$ cat src/rtl/line_buffer_ctrl.sv
// Sequencer for line_buffer: streams M*W bytes into the buffer, then reads out every stride-m window.
// Write path adds 1 cycle; each window takes REQ, CAPT, HOLD (>=3 cycles); s_ready is high only in FILL and HOLD stalls on i_win_ready.
module line_buffer_ctrl #(
    parameter int M      = 3,
    parameter int W      = 10,
    parameter int n      = 4,
    parameter int m      = 2,
    parameter int SETTLE = 1
) (
    input  logic                                i_clk,
    input  logic                                i_rst_n,
    input  logic                                i_start,
    input  logic [7:0]                          s_data,
    input  logic                                s_valid,
    output logic                                s_ready,
    output logic [7:0]                          o_lb_data,
    output logic                                o_lb_data_valid,
    output logic                                o_lb_read,
    input  logic [M*n*8-1:0]                    i_lb_window,
    input  logic                                i_lb_finish_reading,
    output logic [M*n*8-1:0]                    o_win_data,
    output logic                                o_win_valid,
    input  logic                                i_win_ready,
    output logic [$clog2((W-n)/m+2)-1:0]        o_win_idx,
    output logic                                o_busy,
    output logic                                o_done
);
    localparam int NW = (W - n) / m + 1;
    localparam int CW = $clog2(M * W + 1);
    localparam int IW = $clog2(NW + 1);
    localparam int SW = $clog2(SETTLE + 1);
    localparam int WB = M * n * 8;
    localparam logic [CW-1:0] LAST_BEAT = CW'(M * W - 1);
    localparam logic [IW-1:0] LAST_IDX  = IW'(NW - 1);
    localparam logic [SW-1:0] LAST_SET  = SW'(SETTLE - 1);

    typedef enum logic [2:0] {
        S_IDLE, S_FILL, S_SETTLE, S_REQ, S_CAPT, S_HOLD, S_DONE
    } state_t;

    state_t          state_q, state_d;
    logic [CW-1:0]   wcnt_q, wcnt_d;
    logic [SW-1:0]   scnt_q, scnt_d;
    logic [IW-1:0]   idx_q, idx_d;
    logic            fin_q, fin_d;
    logic [7:0]      lb_data_q, lb_data_d;
    logic            lb_dv_q, lb_dv_d;
    logic [WB-1:0]   win_data_q, win_data_d;
    logic            win_valid_q, win_valid_d;

    always_ff @(posedge i_clk) begin
        if (!i_rst_n) begin
            state_q     <= S_IDLE;
            wcnt_q      <= '0;
            scnt_q      <= '0;
            idx_q       <= '0;
            fin_q       <= 1'b0;
            lb_data_q   <= '0;
            lb_dv_q     <= 1'b0;
            win_data_q  <= '0;
            win_valid_q <= 1'b0;
        end else begin
            state_q     <= state_d;
            wcnt_q      <= wcnt_d;
            scnt_q      <= scnt_d;
            idx_q       <= idx_d;
            fin_q       <= fin_d;
            lb_data_q   <= lb_data_d;
            lb_dv_q     <= lb_dv_d;
            win_data_q  <= win_data_d;
            win_valid_q <= win_valid_d;
        end
    end

    always_comb begin
        state_d     = state_q;
        wcnt_d      = wcnt_q;
        scnt_d      = scnt_q;
        idx_d       = idx_q;
        fin_d       = fin_q;
        lb_data_d   = lb_data_q;
        lb_dv_d     = 1'b0;
        win_data_d  = win_data_q;
        win_valid_d = win_valid_q;
        s_ready     = 1'b0;
        o_lb_read   = 1'b0;
        o_done      = 1'b0;
        case (state_q)
            S_IDLE: begin
                if (i_start) begin
                    state_d = S_FILL;
                    wcnt_d  = '0;
                    idx_d   = '0;
                    fin_d   = 1'b0;
                end
            end
            S_FILL: begin
                s_ready = 1'b1;
                if (s_valid) begin
                    lb_data_d = s_data;
                    lb_dv_d   = 1'b1;
                    wcnt_d    = wcnt_q + CW'(1);
                    if (wcnt_q == LAST_BEAT) begin
                        state_d = S_SETTLE;
                        scnt_d  = '0;
                    end
                end
            end
            S_SETTLE: begin
                // SETTLE>=1 guarantees the final write never overlaps the first read
                if (scnt_q == LAST_SET) state_d = S_REQ;
                else                    scnt_d  = scnt_q + SW'(1);
            end
            S_REQ: begin
                o_lb_read = 1'b1;
                fin_d     = fin_q | i_lb_finish_reading;
                state_d   = S_CAPT;
            end
            S_CAPT: begin
                fin_d       = fin_q | i_lb_finish_reading;
                win_data_d  = i_lb_window;
                win_valid_d = 1'b1;
                state_d     = S_HOLD;
            end
            S_HOLD: begin
                fin_d = fin_q | i_lb_finish_reading;
                if (win_valid_q && i_win_ready) begin
                    win_valid_d = 1'b0;
                    if (idx_q == LAST_IDX || fin_q || i_lb_finish_reading) begin
                        state_d = S_DONE;
                    end else begin
                        idx_d   = idx_q + IW'(1);
                        fin_d   = 1'b0;
                        state_d = S_REQ;
                    end
                end
            end
            S_DONE: begin
                o_done  = 1'b1;
                state_d = S_IDLE;
            end
            default: state_d = S_IDLE;
        endcase
    end

    assign o_lb_data       = lb_data_q;
    assign o_lb_data_valid = lb_dv_q;
    assign o_win_data      = win_data_q;
    assign o_win_valid     = win_valid_q;
    assign o_win_idx       = idx_q;
    assign o_busy          = (state_q != S_IDLE);
endmodule

$ cat config.mk
export PLATFORM = sky130hd
export DESIGN_NAME = line_buffer_ctrl
export DESIGN_NICKNAME = d
export VERILOG_FILES = /design/src/rtl/line_buffer_ctrl.sv
export SDC_FILE = /design/constraint.sdc
export NUM_CORES = 1
export LEC_CHECK = 0
export ABC_AREA = 0
export BUFFER_PORTS_ARGS = -buffer_cell sky130_fd_sc_hd__buf_4
export CORE_MARGIN = 3
export CORE_UTILIZATION = 35
export DETAILED_ROUTE_END_ITERATION = 10
export GPL_ROUTABILITY_DRIVEN = 0
export PLACE_DENSITY = 0.66
export RECOVER_POWER = 50
export SYNTH_ARGS = -nofsm -noshare
export SYNTH_HDL_FRONTEND = slang
export SYNTH_SLANG_ARGS = --single-unit
$ cat constraint.sdc
create_clock -name i_clk -period 1.5 [get_ports i_clk]
set_input_delay 0.3 -clock i_clk [delete_from_list [all_inputs] [get_ports i_clk]]
set_output_delay 0.3 -clock i_clk [all_outputs]
set_load 0.005 [all_outputs]
==> results.cfg <==
[global_routing]
grt_pass1_vias = 4367
grt_pass1_wl_um = 20550
track_usage = 0.1754
overflow = 0
antenna_found_initial = 0
grt_max_degree = 78

[drt]
ant_nets = 0
drc = 0
post_drt_wl_per_cell_um = 15.10
via_count = 4542
wl_met2_um = 7396
firstDrtPassIters = 4
met1_length_um = 5993
first_iter_violations = 187
top_layer_used = met4
drt_wl_total_um = 14640
met3_wirelength_um = 865
vias_per_cell = 4.687

[floorplanning]
io_pins = 223
die_x_um = 121.7
dieArea_um2 = 14800
rows = 41
core_area_um2 = 12820
initial_utilization = 0.3652
dieHeight_um = 121.7

[clocking]
numCtsBuffers = 17
tritoncts = done
cts_buffer_depth = 2
cts.sinks = 118
clockRootBuffer = clkbuf_16
path_clk_slew_ps = 50
cts_max_level = 4
insertion_delay_ps = 400

[setup_path]
start_kind = flip-flop
critical_path_arrival_ps = 1230
r2r_start = state_q[1]
cpMaxStageDelayCell = dfxtp_2
cpLargestDelayFamily = flip-flops
crit_start = state_q[1]
crit_chain = buf_6 > inv_6 > nor3_4 > buf_4
criticalPathCategory = flip-flop to primary output
crit_fanout = 5
crit_path_end_kind = primary output
worstPathRequired_ps = 1200
cp_num_buf_inv = 3
crit_path_max_incr_delay_ps = 350

[synth]
netlist.area_leader.share = 0.5044
ys.warnings.count = 0
async_reset_ff_frac = 0
synth-main-ff-cell = dfxtp_1
synth.largest_area_cell = dfxtp_1
syn_nets = 659
synth.distinct_cells = 37
syn-cell-area_um2 = 4683
yosys-top-cells-area = dfxtp_1 (50%), nand2_1 (17%), a21boi_0 (9.1%), a21boi_1 (7.7%), buf_2 (1.6%)
synth_edf_count = 0
syn_avg_cell_area_um2 = 8.593
ys_ff_latch = 118
syn_inst = 545
ys_seq_area_frac = 0.5044

[place]
dpl.hpwl_um = 9511
io_buffers = 222
placed_area_um2 = 6528
post-place-cells = 915

[sta]
worst_clock_skew_ps = 7.194
max_freq_mhz = 655.5
maxSlewHeadroom = 0.7865
whs_ps = 141.2
hold_viol_final = 0
slew_violations = 0
setup_viol = 3
fin_crit_ps = 1526
finalWorstSetupSlack_ps = -25.50
rsz0062_at_grt = true
tightest_slew_ps = 319.4
min_period_over_period = 1.017

[run_status]
status = finished with violations
violations = negative setup slack

[cells_and_area]
syn_to_final_growth_pct = 58.40
design_area_um2 = 7418
final_common_cell = nand2_1
drive_above_1_share = 0.3555
final_nets = 900
fin_cells = 969
final_cell_mix = nand2_1 (216), buf_4 (128), dfxtp_1 (115)

[hold_path]
min-delay-path-class = input pin to flip-flop
hold_start = s_data[2]

[power_and_ir_drop]
max-vdd-ir-drop_v = 0.0006016
leakage_uw = 0.003039
p_per_area_nw_per_um2 = 997.7

[job]
drv_cap = 0
worst paths after layout:
check / cells after the start / slack, ps / endpoint
hold / removal: 3 / 140 / o_lb_data[2]
setup reg to reg: 6 / 40 / o_win_data[29]
hold reg to reg: 2 / 450 / o_win_data[10]
setup / recovery: 4 / -30 / o_done
sequential cells by signal, indices dropped and copies added (netlist names):
signal and cells:
o_lb_data 8, o_win_idx 3, o_lb_data_valid 1, state_q 3
fin_q 1, o_win_data 96, o_win_valid 1, wcnt_q 5
stage by stage:
stage                     setup WS (ps)  power (uW)  utilization  setup TNS [ps]
final                            -25.50        7401       0.5784          -36.22
after detailed placement          3.843        3686       0.5090               0
after CTS                        -60.37        7496       0.5593          -177.7
after global routing             -86.21        7690       0.5782          -969.4
after floorplan                   12.04        3396            -               0
after global placement            39.19        3677       0.5090               0
cell usage after synthesis, drive strengths merged (3+ instances only):
cell type    n
buf         26
xor2         3
and2         4
inv          5
nand2      217
and3         4
nor3         3
o221a        3
a21oi        5
a21boi     105
nand4        3
nor2         9
dfxtp      118
mux2i        3
nand3        3
ha           4
clkbuf      13
worst reg2reg max path, stage by stage (launching register included):
cell	delay, ps
dfxtp_2	330
buf_4	130
and2b_4	310
nand2b_4	160
clkbuf_16	250
nand2_1	100
a21boi_1	70
metal layers:
metal,track usage,vias up
met5,0,-
met4,0.08403,0
met3,0.05200,30
met2,0.3071,147
met1,0.1945,2100
li1,-,2265
final cells by class:
cell class                      count  area (um^2)
Clock buffer                       25        505.5
Tap cell                          172        215.2
Antenna cell                        1        2.502
Multi-Input combinational cell    384         2131
Fill cell                        1152         5406
Sequential cell                   118         2369
Inverter                            5        28.78
Timing Repair Buffer              260         2122
Clock inverter                      4        45.04
power by group:
group | internal [uW] | switching, uW | total (uW)
combinational | 306 | 170 | 476
clock | 2460 | 1290 | 3750
sequential | 3160 | 14.9 | 3170
total | 5920 | 1480 | 7400
logic make-up (layout without fill, tap and decap cells):
logic type,Yosys count,after routing,share of synthesized area
simple gates,250,251,0.2156
compound gates,121,121,0.2009
flops,118,118,0.5044
buf+inv,44,294,0.05210
fa+ha+maj,4,4,0.01069
xor+xnor,4,4,0.007482
mux,4,4,0.008817
other cells,0,1,0
timing repair:
| action | in CTS | in global routing |
|---|---|---|
| endpoints found under the setup margin | 5 | 85 |
| setup buffers | 6 | 5 |
| gates resized for setup | 19 | 25 |
| hold buffers | 0 | 0 |
| pin swaps | 4 | 6 |
| gates cloned | 0 | 13 |
Power figures use the tool's default switching activity.
